File: src/rtl/pixel_write_sink.sv
// pixel_write_sink: clips and queues pixels, then writes them to SRAM as SETUP/STROBE/HOLD cycles while granted
module pixel_write_sink #(
  parameter int          FIFO_DEPTH = 4,
  parameter int          H_RES      = 640,
  parameter int          V_RES      = 480,
  parameter logic [19:0] FB_BASE    = 20'h00000
) (
  input  logic        clk,
  input  logic        reset,
  input  logic [9:0]  program_x,
  input  logic [9:0]  program_y,
  input  logic [15:0] program_data,
  input  logic        program_write,
  output logic        program_ready,
  input  logic        write_grant,
  output logic [19:0] sram_addr,
  output logic [15:0] sram_wdata,
  output logic        sram_drive,
  output logic        sram_ce_n,
  output logic        sram_we_n,
  output logic        idle,
  output logic [15:0] dropped_count
);
  localparam int PW = $clog2(FIFO_DEPTH);
  localparam logic [1:0] IDLE   = 2'd0;
  localparam logic [1:0] SETUP  = 2'd1;
  localparam logic [1:0] STROBE = 2'd2;
  localparam logic [1:0] HOLD   = 2'd3;
  logic [1:0]    r_state;
  logic [1:0]    w_next;
  logic [PW-1:0] r_wr_ptr;
  logic [PW-1:0] r_rd_ptr;
  logic [PW:0]   r_count;
  logic [35:0]   r_mem [FIFO_DEPTH];
  logic [19:0]   r_addr;
  logic [15:0]   r_wdata;
  logic [15:0]   r_dropped;
  logic          r_ce_n;
  logic          r_we_n;
  logic          r_drive;
  logic          w_full;
  logic          w_empty;
  logic          w_in_range;
  logic          w_push;
  logic          w_drop;
  logic          w_pop;
  logic [19:0]   w_addr;
  assign w_full     = r_count == (PW+1)'(FIFO_DEPTH);
  assign w_empty    = r_count == '0;
  assign w_in_range = (32'(program_x) < H_RES) && (32'(program_y) < V_RES);
  assign w_push     = program_write && !w_full && w_in_range;
  assign w_drop     = program_write && !w_full && !w_in_range;
  assign w_addr     = FB_BASE + 20'(program_y) * 20'(H_RES) + 20'(program_x);
  // A new write may only start from IDLE or back-to-back out of HOLD
  assign w_pop      = write_grant && !w_empty && (r_state == IDLE || r_state == HOLD);
  always_comb begin
    w_next = (r_state == SETUP)  ? STROBE :
             (r_state == STROBE) ? HOLD   :
             w_pop               ? SETUP  : IDLE;
  end
  always_ff @(posedge clk) begin
    if (w_push) r_mem[r_wr_ptr] <= {w_addr, program_data};
  end
  always_ff @(posedge clk or negedge reset) begin
    if (!reset) begin
      r_state   <= IDLE;
      r_wr_ptr  <= '0;
      r_rd_ptr  <= '0;
      r_count   <= '0;
      r_addr    <= '0;
      r_wdata   <= '0;
      r_dropped <= '0;
      r_ce_n    <= 1'b1;
      r_we_n    <= 1'b1;
      r_drive   <= 1'b0;
    end else begin
      r_state  <= w_next;
      r_wr_ptr <= r_wr_ptr + PW'(w_push);
      r_rd_ptr <= r_rd_ptr + PW'(w_pop);
      r_count  <= r_count + (PW+1)'(w_push) - (PW+1)'(w_pop);
      if (w_pop) {r_addr, r_wdata} <= r_mem[r_rd_ptr];
      if (w_drop && r_dropped != 16'hFFFF) r_dropped <= r_dropped + 16'd1;
      // Strobes decode the next state so the pins come straight from flops
      r_ce_n  <= w_next == IDLE;
      r_we_n  <= w_next != STROBE;
      r_drive <= w_next != IDLE;
    end
  end
  assign program_ready = !w_full;
  assign sram_addr     = r_addr;
  assign sram_wdata    = r_wdata;
  assign sram_drive    = r_drive;
  assign sram_ce_n     = r_ce_n;
  assign sram_we_n     = r_we_n;
  assign idle          = (r_state == IDLE) && w_empty;
  assign dropped_count = r_dropped;
endmodule
File: config.mk
export PLATFORM = sky130hd
export DESIGN_NAME = pixel_write_sink
export DESIGN_NICKNAME = d
export VERILOG_FILES = /design/src/rtl/pixel_write_sink.sv
export SDC_FILE = /design/constraint.sdc
export NUM_CORES = 1
export LEC_CHECK = 0
export BUFFER_PORTS_ARGS = -buffer_cell sky130_fd_sc_hd__buf_2
export CAP_MARGIN = 5
export CORE_AREA = 5 5 120 206
export CTS_CLUSTER_SIZE = 24
export DETAILED_ROUTE_END_ITERATION = 10
export DIE_AREA = 0 0 125 211
export PLACE_DENSITY = 0.56
export SLEW_MARGIN = 20
export SYNTH_ARGS = -nofsm -noshare
export SYNTH_HDL_FRONTEND = slang
export SYNTH_SLANG_ARGS = --single-unit
File: constraint.sdc
create_clock -name clk -period 6 [get_ports clk]
set_input_delay 0.9 -clock clk [delete_from_list [all_inputs] [get_ports clk]]
set_output_delay 0.9 -clock clk [all_outputs]
set_load 0.01 [all_outputs]
Yosys cells after proc, flatten, opt, wreduce, memory -nomap -nowiden
Memory sizes are Yosys's and may differ from the RTL's. A register that Yosys moved wholly into a read port is not among the register bits. Index checks and enable logic that the tools add are counted.

Logic and storage cells: 46. RAM bits: 144. Output and inout bits: 57. Register bits: 28. Memories kept: 1. Bits of input ports: 40.

Multiply operators: 1. Order comparisons: 2. Reductions and logical operators: 17. Add/sub/neg operators: 6. Muxes and demuxes: 5. Equal/unequal tests: 6.

Memories: r_mem (words 4, width 36, read ports 1, clocked after Yosys merged registers in 1, wr ports 1, RTL line 34) `logic [35:0] r_mem [FIFO_DEPTH];`.

Operators with widths (count): $add 20x10->20 (1); $add 16x1->16 const B (1); $ne 16x16->1 const B (1); $mul 10x3->13 const B (1); $lt 10x10->1 const B (1); $lt 10x9->1 const B (1); $logic_and 1x1->1 (8); $add 2x1->2 (2); $eq 2x2->1 const B (2); $logic_not 1->1 (4); $logic_not 2->1 (2); $mux 2 (2); $add 3x1->3 (1); $eq 3x3->1 const B (1); $logic_not 3->1 (1); $mux 1 (3); $sub 3x1->3 (1); $eq 2x1->1 const B (1); $ne 2x2->1 const B (1); $reduce_bool 2->1 (1); $logic_or 1x1->1 (1).

Logic depth before layout (Yosys ltp)
Gate-level depths: netlist of run 1.

Depth in word-level cells: 8. Gate-level depth with buffers: 11. Mapped depth without buffers: 9.

Worst setup path after synthesis of run 1
Ideal clock, no wire load.

Kind: input port to flip-flop. From: input port program_y[5]. To: memory r_mem[1][0] (enable). Arrival time: 4.089 ns. Buffers on the path: 0. Cell stages on the path: 3. Setup slack: 1.429 ns. Required time: 5.518 ns. Library setup time: 0.482 ns. Cell sequence: a41oi_1 -> nand4_1 -> nor3b_1.

Word-level cells in the longest chain between the ends: 5.

Ends and longest elaborated chain: start: declaration (RTL line 11) `input logic [9:0] program_y,`; $lt 10x9->1 (RTL line 50) `assign w_in_range = (32'(program_x) < H_RES) && (32'(program_y) < V_RES);`; $logic_and 1x1->1 (RTL line 50); $logic_and 1x1->1 (RTL line 51) `assign w_push = program_write && !w_full && w_in_range;`; $mux 1 (RTL line 62) `if (w_push) r_mem[r_wr_ptr] <= {w_addr, program_data};`; $mux 1 (not written as such) (RTL line 62); end: declaration (RTL line 34).

Every way passes these cells.

Final worst setup path of run 1
From: input port program_y[1]. To: memory r_mem[1][35] (data pin).

Word-level cells in the longest chain between the ends: 2.

Ends and longest elaborated chain: $mul 10x3->13 (RTL line 53) `assign w_addr = FB_BASE + 20'(program_y) * 20'(H_RES) + 20'(program_x);`; $add 20x10->20 (RTL line 53); net w_addr[19] (RTL line 47) `logic [19:0] w_addr;`.

The timed path passes the listed nets, and every way through them passes these cells.

==> results of run 1 <==
## routing by layer
| layer | vias to the layer above | global-route usage, % |
|---|---|---|
| li1 | 2018 | - |
| met1 | 2233 | 14.0 |
| met2 | 83 | 24.3 |
| met3 | 23 | 1.80 |
| met4 | 0 | 4.87 |
| met5 | - | 0 |
## synth_stat cells (all sizes together), types with 2 or more instances
library cell	number	area [um2]
nor3	6	30.0
a211oi	3	22.5
xnor2	20	175
nand4	3	33.8
o2111ai	2	17.5
a21oi	7	35.0
nor3b	4	30.0
nand3	6	30.0
a31oi	2	12.5
dfrtp	62	1550
nand2	13	48.8
mux2	37	420
or2	3	18.8
fa	3	60.1
clkbuf	4	15.0
edfxtp	144	4320
ha	27	338
inv	13	48.8
nor2	14	52.6
o21ai	5	25.0
buf	8	36.3
xor2	13	114
and3	4	30.0
dfstp	2	52.6
mux4	36	811
a21o	4	30.0
## flip-flops by register name, indices dropped and copies added (netlist names)
register,count
r_mem,144
sram_addr,20
dropped_count,16
sram_wdata,16
r_count,3
r_rd_ptr,2
r_state,2
r_wr_ptr,2
sram_ce_n,1
sram_drive,1
sram_we_n,1
## worst max-delay path, cell delays in order
cell      delay (ps)
buf_2            120
ha_1             290
ha_1             240
fa_1             410
a211oi_1         310
o21ai_0          180
a31o_2           270
a21oi_1          170
xor2_1           120
o41ai_1          630
## power groups by stage
| stage | Sequential, W | Combinational (W) | Clock (W) |
|---|---|---|---|
| detailed placement | 0.00210 | 0.00125 | 0 |
| floorplan | 0.00205 | 0.000849 | 0 |
| finish | 0.00206 | 0.00122 | 0.00140 |
| global placement | 0.00208 | 0.00122 | 0 |
| global route | 0.00211 | 0.00134 | 0.00150 |
| CTS | 0.00207 | 0.00125 | 0.00145 |
## how the worst max path moves through the flow
stage / end / slack, ps / depth (start not counted)
floorplan: r_mem[1][0] / 1430 / 3
global placement: r_mem[0][35] / 2190 / 10
detailed placement: r_mem[2][35] / 2100 / 10
CTS: r_mem[1][35] / 2610 / 10
global route: r_mem[1][35] / 2330 / 10
finish: r_mem[1][35] / 2570 / 10
## cells by family (layout without fill, tap and decap cells)
logic type                 after synthesis  in the layout  synth area share (%)
DFF                                    208            208                  69.7
muxes                                   73             73                  14.5
and+or+nand+nor                         61             61                  3.92
xor gates and xnor gates                33             33                  3.40
AOI/OAI and AO/OA                       32             32                  2.59
adders and majority gates               30             30                  4.68
buffers and inverters                   25            150                  1.18
## through the flow
step	utilization (%)	total power [W]	worst slack [ps]	hold WS, ps
finish	44.6	0.00468	2570	499
detailed placement	41.3	0.00335	2100	491
global placement	41.3	0.00330	2190	484
CTS	44.6	0.00477	2610	506
floorplan	-	0.00290	1430	473
global route	44.6	0.00494	2330	515
## area by class of cell
cell class / instances / area, um2
clock buffer: 24 / 547
clock inverter: 12 / 198
fill: 2008 / 12600
inverter: 13 / 48.8
multi-input combinational: 229 / 2510
sequential: 208 / 5930
tap: 300 / 375
timing repair buffer: 101 / 546
## cells in the final DEF, fill, tap and decap left out, drive strengths merged, types with 14 or more instances in the layout
| master | instances |
|---|---|
| edfxtp | 144 |
| inv | 14 |
| dfrtp | 62 |
| buf | 101 |
| mux4 | 36 |
| xnor2 | 20 |
| clkbuf | 24 |
| mux2 | 37 |
| nor2 | 14 |
| ha | 27 |
==> results by group, run 1 <==
Placed design
  – RePlAce Congestion: 0.728
  – DP Area: 9400 um2
  – HPWL after DPL: 10700 um
  – Post-Place Cells: 851
  – # port buffers: 96

Power
  – Static Leak: 3.86 nW
  – Switching power: 0.00131 W
  – Logic gate share of total power: 26.0%
  – Sw frac: 28.1%
  – Pwr Density: 461 nW/um2
  – Int Pwr: 0.00336 W
  – Reg power frac: 44.0%
  – VDD IR max: 0.201 mV
  – Clock group share of total power: 30.0%

Hold path
  – Hold Crit Start: sram_wdata[10]
  – HP Class: register to register
  – Worst hold endpoint: sram_wdata[10]
  – Hold Path Depth: 1

STA
  – Final-report hold violation count: 0
  – Slew Limit Fails: 0
  – Post-layout min period: 3430 ps
  – Slew @ Worst Pin: 1010 ps
  – Slew margin rel.: 32.5%
  – Setup TNS: 0 ps
  – # setup viols final: 0
  – Unrepaired setup endpoints after global routing: false
  – Clock skew: 13.1 ps
  – Max Freq: 292 MHz
  – Final period util: 57.1%

Job
  – Max Cap Viol: 0

Critical path
  – R2R Path End: r_count[2]
  – Worst Path Arrival: 3640 ps
  – Crit end category: register
  – R2R Setup Slk: 3570 ps
  – CP Data Required Time: 6210 ps
  – Worst Setup SP: program_y[1]
  – CP Max Fanout: 4
  – CP Class: input pin to register
  – Startpoint types: input pin
  – Worst-case reg-to-reg path depth: 8
  – R2r startpoint: r_count[1]

Global route
  – GRT Util Overall: 12.7%
  – Largest net degree at the start of global routing: 65
  – Vias in the first global route: 4940
  – Initial antenna violation count: 0
  – GRT overflow: 0
  – First-pass GRT wire length: 26500 um

Run status
  – Status: complete, no violations

Detailed routing
  – Met2 wire length: 9160 um
  – Residual DRC count: 0
  – Routed via count: 4357
  – WL met1: 6190 um
  – Post-route ant nets: 0
  – Router iterations before antenna repair: 4
  – Wire length per cell: 18.5 um
  – Drt initial violations: 197
  – DR vias/cell: 4.91
  – Met3 routed WL: 633 um
  – Drt total wl: 16400 um
  – Top sig layer: met4

Logic synthesis
  – Synth Instances: 462
  – Number of flops mapped to enable cells by yosys: 144
  – Synth cell types: 47
  – Post-synthesis sequential area ratio: 69.7%
  – Register bit total from synthesis: 208
  – Synthesized area per cell: 18.4 um2
  – Top FF cell, synth: edfxtp_1
  – YS warnings: 0
  – Syn nets: 532
  – Post-synthesis cell area: 8500 um2
  – Asr flop ratio synth: 30.8%

Cells and area
  – Share of cells above drive strength 1: 38.2%
  – Ant. Diodes: 0
  – Fin area: 10200 um2
  – Area Overhead vs Synth: 19.4%
  – Fin nets: 643
  – Non-Filler Instances: 887

Die
  – # IOs: 97
  – Core Box Area: 22700 um2
  – Initial core utilization: 37.4%
  – Std cell rows: 73
  – Die W: 125 um
  – Die height: 211 um
  – Die area: 26400 um2

CTS
  – CTS Root Cell: clkbuf_16
  – PostCTS Resize Cnt: 0
  – Clock slew at reported path FFs: 70 ps
  – Clock buffer depth: 3
  – H-tree depth: 1
  – Cts bufs inserted: 20
  – Clock tree from TritonCTS: done
  – Post-CTS setup buffers: 0
  – Hold Buf Count CTS: 0
  – CTS Sinks: 208
  – Clock latency on the worst-skew pair: 490 ps
Power figures use the tool's default switching activity.
==> run 2, diff against run 1 <==
Clock period 6 ns to 3.2 ns, I/O delays scaled along.
==> run 2 against run 1 <==
Core utilization grew 0.36 points. Critical path depth grew 1. Die area is the same. Clock-buffer cell count grew 4. Cell area grew 0.80%. Via count grew 2.1%. Worst setup slack lost 2100 ps. Sequential share of layout area shrank 0.46 points. First-iteration DRC count shrank 13%. Clock skew shrank 4.5 ps. Wire length grew 2.7%. Sequential cell count is the same. Critical endpoint is now r_mem[0][35].
==> results by group, run 2 (synthesized netlist as in run 1, its figures left out) <==
Run status
  – Status: complete, no violations (unchanged)

Placed design
  – RePlAce Congestion: 0.745 (was 0.728)
  – Post-Place Cells: 865 (was 851)
  – # port buffers: 96 (unchanged)
  – HPWL after DPL: 11200 um (was 10700 um)

STA
  – # setup viols final: 0 (unchanged)
  – Unrepaired setup endpoints after global routing: false (unchanged)
  – Final-report hold violation count: 0 (unchanged)
  – Slew Limit Fails: 0 (unchanged)
  – Final period util: 86.4%
  – Max Freq: 362 MHz
  – Clock skew: 8.59 ps (was 13.1 ps)
  – Slew margin rel.: 32.6% (was 32.5%)
  – Slew @ Worst Pin: 1010 ps (about the same)
  – Post-layout min period: 2760 ps

Cells and area
  – Area Overhead vs Synth: 20.4% (was 19.4%)
  – Area of the multi-input gates: 2510 um2 (unchanged)
  – Reg area: 5930 um2 (unchanged)
  – Commonest non-fill, non-tap cell in the layout: edfxtp_1 (unchanged)
  – Non-Filler Instances: 901 (was 887)
  – Max FFs per register: 144 (unchanged)
  – Fin nets: 657 (was 643)
  – Top reg by flops: r_mem (unchanged)
  – Ant. Diodes: 0 (unchanged)
  – Share of cells above drive strength 1: 38.8% (was 38.2%)
  – Most frequent cells in the layout: 144 x edfxtp_1, 95 x buf_2, 60 x dfrtp_1 (unchanged)
  – Filler cell count: 1987 (was 2008)

Critical path
  – Worst Path Arrival: 3120 ps (was 3640 ps)
  – Crit end category: register (unchanged)
  – Critical path's slowest cell: fa_1 (was o41ai_1)
  – Buffers & Inverters on Critical Path: 2 (was 1)
  – Worst-case reg-to-reg path depth: 8 (unchanged)
  – CP Max Fanout: 4 (unchanged)
  – CP Data Required Time: 3560 ps (was 6210 ps)
  – Startpoint types: input pin (unchanged)
  – Crit path depth: 11 (was 10)
  – Family with the most delay on the worst path: compound AO/OA/AOI/OAI gates (unchanged)
  – Crit-path max cell delay: 420 ps (was 630 ps)
  – Crit-path cells: buf_2, ha_1, ha_1, fa_1, a211oi_1, o21ai_0, a31o_2, a21oi_1, xor2_1, o41ai_1, buf_4 (was buf_2, ha_1, ha_1, fa_1, a211oi_1, o21ai_0, a31o_2, a21oi_1, xor2_1, o41ai_1)
  – Most common cell on crit path: ha_1 (unchanged)
  – CP Class: input pin to register (unchanged)
  – R2R Setup Slk: 1020 ps (was 3570 ps)

Detailed routing
  – DR vias/cell: 4.94 (was 4.91)
  – Wire length per cell: 18.7 um (was 18.5 um)
  – Residual DRC count: 0 (unchanged)
  – Routed via count: 4448 (was 4357)
  – Post-route ant nets: 0 (unchanged)
  – Drt initial violations: 171 (was 197)
  – Drt total wl: 16800 um (was 16400 um)
  – Router iterations before antenna repair: 4 (unchanged)

CTS
  – Hold Buf Count CTS: 0 (unchanged)
  – Clock slew at reported path FFs: 70 ps (about the same)
  – Post-CTS setup buffers: 0 (unchanged)
  – Clock latency on the worst-skew pair: 490 ps (about the same)
  – PostCTS Resize Cnt: 0 (unchanged)
  – Clock tree from TritonCTS: done (unchanged)
  – H-tree depth: 1 (unchanged)
  – CTS Sinks: 208 (unchanged)
  – CTS Root Cell: clkbuf_16 (unchanged)
  – Clock buffer depth: 3 (unchanged)
  – Cts bufs inserted: 20 (unchanged)

Global route
  – First-pass GRT wire length: 26700 um (was 26500 um)
  – Largest net degree at the start of global routing: 65 (unchanged)
  – GRT Util Overall: 13.0% (was 12.7%)
  – Vias in the first global route: 4906 (was 4940)
  – Initial antenna violation count: 0 (unchanged)
  – GRT overflow: 0 (unchanged)

Die
  – # IOs: 97 (unchanged)
  – Core Box Area: 22700 um2 (unchanged)
  – Std cell rows: 73 (unchanged)
  – Initial core utilization: 37.4% (unchanged)
  – Die W: 125 um (unchanged)
  – Die area: 26400 um2 (unchanged)
  – Die height: 211 um (unchanged)

Job
  – Max Cap Viol: 0 (unchanged)

Hold path
  – HP Class: input pin to async pin (was register to register)

Power
  – Static Leak: 3.91 nW (was 3.86 nW)
  – Final total power: 0.00856 W (was 0.00468 W)
  – VDD IR max: 0.419 mV (was 0.201 mV)
  – Pwr Density: 836 nW/um2 (was 461 nW/um2)
-- run 2: cell count changes in the layout (fill, tap and decap cells not counted), sizes merged --
cell      previous run  this run
clkinv               4         5
bufinv               5         2
buf                101       115
clkbuf              24        28
clkinvlp             2         0
-- run 2: path summary, 6_finish.rpt --
path                             startpoint       endpoint
max                            program_y[1]   r_mem[0][35]
min                                   reset  sram_wdata[8]
max reg2reg                      r_count[1]     r_count[2]
min reg2reg                   sram_addr[11]  sram_addr[11]
max in group asynchronous             reset    r_rd_ptr[1]
min in group clk           program_data[13]   r_mem[0][13]
-- run 2: layout make-up --
class / instances / area share, %
clock inverter: 8 / 0.941
multi-input combinational: 229 / 24.5
tap: 300 / 3.67
sequential: 208 / 58.0
clock buffer: 28 / 5.49
inverter: 13 / 0.477
timing repair buffer: 115 / 6.97
-- run 2: power breakdown --
| part | switching, W | internal, W | total, W |
|---|---|---|---|
| clock network | 0.000956 | 0.00140 | 0.00235 |
| logic | 0.00105 | 0.00129 | 0.00234 |
| registers | 0.000430 | 0.00343 | 0.00386 |
-- run 2: stage by stage --
stage          setup TNS, ps  area (um2)  utilization, %  worst slack [ps]  hold slack (ps)
6_report                   0       10200            45.0               436              125
5_1_grt                    0       10200            45.0               291              186
4_1_cts                    0       10200            45.0               436              138
2_1_floorplan              0        8510               -              99.8              184
3_5_place_dp            -287        9580            42.1             -71.8              491
3_3_place_gp           -33.6        9580            42.1             -8.39              484
-- run 2: metal layers --
metal	vias to the layer above	part of all wire (%)	routed length (um)	GRT usage, %
met2	92	57	9590	25.1
met5	-	0	0	0
met3	39	3.5	595	1.90
li1	2044	-	-	-
met4	0	3.9	651	6.25
met1	2273	36	5970	13.6
-- run 2: worst reg2reg max path: cells and delay by family, from the launching register on --
family / cells / cell delay, ps
XOR/XNOR: 2 / 320
adder cells (fa/ha/maj): 3 / 690
buffers and inverters: 1 / 40
flip-flops: 1 / 390
AND/OR/NAND/NOR: 2 / 650
==> run 3, diff against run 2 <==
--- a/config.mk
+++ b/config.mk
@@ -6,10 +6,11 @@
 export NUM_CORES = 1
 export LEC_CHECK = 0
+export ABC_AREA = 1
 export BUFFER_PORTS_ARGS = -buffer_cell sky130_fd_sc_hd__buf_2
 export CAP_MARGIN = 5
-export CORE_AREA = 5 5 120 206
+export CORE_AREA = 5 5 123 212
 export CTS_CLUSTER_SIZE = 24
 export DETAILED_ROUTE_END_ITERATION = 10
-export DIE_AREA = 0 0 125 211
+export DIE_AREA = 0 0 128 217
 export PLACE_DENSITY = 0.56
 export SLEW_MARGIN = 20
==> constraint.sdc (replaced) <==
create_clock -name clk -period 3.2 [get_ports clk]
set_input_delay 0.48 -clock clk [delete_from_list [all_inputs] [get_ports clk]]
set_output_delay 0.48 -clock clk [all_outputs]
set_load 0.005 [all_outputs]
==> run 3 against run 2 <==
Clock skew rose by 16 ps. Wire length rose by 15%. Highest routed layer is now met5. Via count rose by 34%. Sequential cell count did not move. Sequential share of layout area fell by 1.6 points.
==> results by group, run 3 <==
Logic synthesis
  – Number of flops mapped to enable cells by yosys: 144 (unchanged)
  – Register bit total from synthesis: 208 (unchanged)
  – Synth cell count leaders: 194 x nand2_1, 144 x edfxtp_1, 88 x nor2_1 (was 144 x edfxtp_1, 62 x dfrtp_1, 36 x mux2_2, 36 x mux4_2, 27 x ha_1)
  – Asr flop ratio synth: 30.8% (unchanged)
  – Synth top area cells: edfxtp_1 48%, dfrtp_1 17%, nand2_1 8.1% (was edfxtp_1 51%, dfrtp_1 18%, mux4_2 9.5%)
  – Syn nets: 884 (was 532)
  – Synthesized area per cell: 11.0 um2 (was 18.4 um2)
  – Synth area leader: edfxtp_1 (unchanged)
  – Area share of the largest cell type after synthesis: 48.1% (was 50.9%)
  – Synth Instances: 814 (was 462)
  – Post-synthesis cell area: 8990 um2 (was 8500 um2)
  – Post-synthesis sequential area ratio: 66.0% (was 69.7%)
  – YS warnings: 0 (unchanged)
  – Most numerous cell in the Yosys netlist: nand2_1 (was edfxtp_1)
  – Top FF cell, synth: edfxtp_1 (unchanged)
  – Synth cell types: 33 (was 47)

Detailed routing
  – Drt initial violations: 214 (was 171)
  – DR vias/cell: 4.82 (was 4.94)
  – Routed via count: 5970 (was 4448)
  – Drt total wl: 19300 um (was 16800 um)
  – Wire length per cell: 15.6 um (was 18.7 um)
  – Post-route ant nets: 0 (unchanged)
  – Router iterations before antenna repair: 5 (was 4)
  – Residual DRC count: 0 (unchanged)

CTS
  – Post-CTS setup buffers: 0 (unchanged)
  – PostCTS Resize Cnt: 0 (unchanged)
  – Hold Buf Count CTS: 0 (unchanged)
  – CTS Sinks: 208 (unchanged)
  – Cts bufs inserted: 20 (unchanged)
  – H-tree depth: 1 (unchanged)
  – CTS Root Cell: clkbuf_16 (unchanged)
  – Clock latency on the worst-skew pair: 500 ps (was 490 ps)
  – Clock buffer depth: 3 (unchanged)
  – Clock tree from TritonCTS: done (unchanged)
  – Clock slew at reported path FFs: 60 ps (was 70 ps)

Die
  – Die height: 217 um (was 211 um)
  – Initial core utilization: 37.4% (about the same)
  – Std cell rows: 75 (was 73)
  – Die area: 27800 um2 (was 26400 um2)
  – Die W: 128 um (was 125 um)
  – # IOs: 97 (unchanged)
  – Core Box Area: 24000 um2 (was 22700 um2)

Critical path
  – CP Data Required Time: 3490 ps (was 3560 ps)
  – R2R Path End: r_count[2] (unchanged)
  – Family with the most delay on the worst path: adder cells (was compound AO/OA/AOI/OAI gates)
  – Crit-path max cell delay: 520 ps (was 420 ps)
  – Crit end category: register (unchanged)
  – CP Class: input pin to register (unchanged)
  – Crit-path cells: buf_2, ha_1, ha_1, fa_1, nand2_1, inv_1, nand2_1, nor2_1, nand3_1, nor2_2, xor2_1 (was buf_2, ha_1, ha_1, fa_1, a211oi_1, o21ai_0, a31o_2, a21oi_1, xor2_1, o41ai_1, buf_4)
  – R2R Setup Slk: 1150 ps (was 1020 ps)
  – Buffers & Inverters on Critical Path: 2 (unchanged)
  – Critical path's slowest cell: fa_1 (unchanged)
  – Startpoint types: input pin (unchanged)
  – Worst-case reg-to-reg path depth: 10 (was 8)
  – CP Max Fanout: 4 (unchanged)
  – Worst Path Arrival: 2570 ps (was 3120 ps)
  – R2r startpoint: r_state[0] (was r_count[1])

STA
  – Final period util: 71.3% (was 86.4%)
  – Slew @ Worst Pin: 856 ps (was 1010 ps)
  – Post-layout min period: 2280 ps (was 2760 ps)
  – Slew margin rel.: 42.9% (was 32.6%)
  – Clock skew: 24.9 ps (was 8.59 ps)
  – Max Freq: 438 MHz (was 362 MHz)
  – Unrepaired setup endpoints after global routing: false (unchanged)
  – # setup viols final: 0 (unchanged)
  – Slew Limit Fails: 0 (unchanged)
  – Final-report hold violation count: 0 (unchanged)
  – Hold WS: 85.6 ps (was 125 ps)

Cells and area
  – Area Overhead vs Synth: 17.1% (was 20.4%)
  – Most frequent cells in the layout: 194 x nand2_1, 144 x edfxtp_1, 95 x buf_2 (was 144 x edfxtp_1, 95 x buf_2, 60 x dfrtp_1)
  – Max FFs per register: 144 (unchanged)
  – Top reg by flops: r_mem (unchanged)
  – Share of cells above drive strength 1: 18.2% (was 38.8%)
  – Ant. Diodes: 0 (unchanged)
  – Non-Filler Instances: 1238 (was 901)
  – Fin nets: 986 (was 657)
  – Commonest non-fill, non-tap cell in the layout: nand2_1 (was edfxtp_1)

Placed design
  – RePlAce Congestion: 0.771 (was 0.745)
  – # port buffers: 96 (unchanged)
  – Post-Place Cells: 1202 (was 865)
  – HPWL after DPL: 12100 um (was 11200 um)

Global route
  – Vias in the first global route: 6067 (was 4906)
  – First-pass GRT wire length: 31200 um (was 26700 um)
  – Initial antenna violation count: 1 (was 0)
  – GRT Util Overall: 14.1% (was 13.0%)
  – GRT overflow: 0 (unchanged)
  – Largest net degree at the start of global routing: 74 (was 65)

Power
  – Pwr Density: 823 nW/um2 (was 836 nW/um2)
  – Int Pwr: 0.00571 W (was 0.00612 W)
  – Clock group share of total power: 26.4% (was 27.5%)
  – Switching power: 0.00295 W (was 0.00244 W)
  – Sw frac: 34.1% (was 28.5%)
  – Logic gate share of total power: 31.2% (was 27.3%)
  – VDD IR max: 0.440 mV (was 0.419 mV)
  – Reg power frac: 42.4% (was 45.2%)
  – Static Leak: 4.40 nW (was 3.91 nW)

Hold path
  – HP Class: input pin to async pin (unchanged)

Job
  – Max Cap Viol: 0 (unchanged)

Run status
  – Status: complete, no violations (unchanged)
## run 3: cell count changes after synthesis, sizes merged, moves of 6 or more
cell	delta
clkbuf	+16
inv	+45
mux2	-37
mux4	-36
nand2	+183
nand3	+23
nor2	+78
nor3	+6
o21ai	+77
o22ai	+36
xnor2	-13
## run 3: how the worst max path moves through the flow
stage	end	start	slack (ps)	cells past startpoint
floorplan	r_mem[0][0]	program_x[8]	-690	3
global placement	r_mem[2][32]	program_y[1]	430	11
detailed placement	r_mem[2][32]	program_y[1]	400	11
CTS	r_mem[1][32]	program_y[1]	910	11
global route	r_mem[0][33]	program_y[1]	720	12
finish	r_mem[0][32]	program_y[1]	920	11
## run 3: power by group through the flow
stage               clock network [W]  logic (W)  registers (W)
finish                        0.00229    0.00271        0.00367
global route                  0.00248    0.00311        0.00374
CTS                           0.00237    0.00280        0.00368
detailed placement                  0    0.00279        0.00373
global placement                    0    0.00276        0.00373
floorplan                           0    0.00179        0.00373
## run 3: cell families (layout without fill, tap and decap cells)
group,after synthesis,count (layout),synth area share (%)
fa+ha+maj,30,30,4.43
flops,208,208,66.0
xor+xnor,22,22,2.14
simple gates,339,339,15.6
buf+inv,90,206,4.08
compound gates,125,125,7.78
## run 3: cell type report
| class | count | area (um2) |
|---|---|---|
| Fill cell | 2358 | 13500 |
| Timing Repair Buffer | 111 | 633 |
| Clock inverter | 8 | 72.6 |
| Sequential cell | 208 | 5930 |
| Multi-Input combinational cell | 516 | 2710 |
| Inverter | 59 | 221 |
| Clock buffer | 28 | 572 |
| Tap cell | 308 | 385 |
## run 3: per-stage QoR
stage	total power [W]	TNS [ps]	util, %	area [um2]	worst slack, ps
after global placement	0.00648	0	41.1	9880	428
after global routing	0.00933	0	43.8	10500	724
after CTS	0.00885	0	43.8	10500	915
after detailed placement	0.00652	0	41.1	9880	395
after floorplan	0.00552	-98990	-	8990	-687
final	0.00867	0	43.8	10500	918
## run 3: per-layer routing
metal,vias up,global-route usage [%],wire [um]
met1,2862,15.5,7470
li1,2980,-,-
met2,92,27.2,10600
met3,34,2.21,686
met4,2,4.71,529
met5,-,0,20
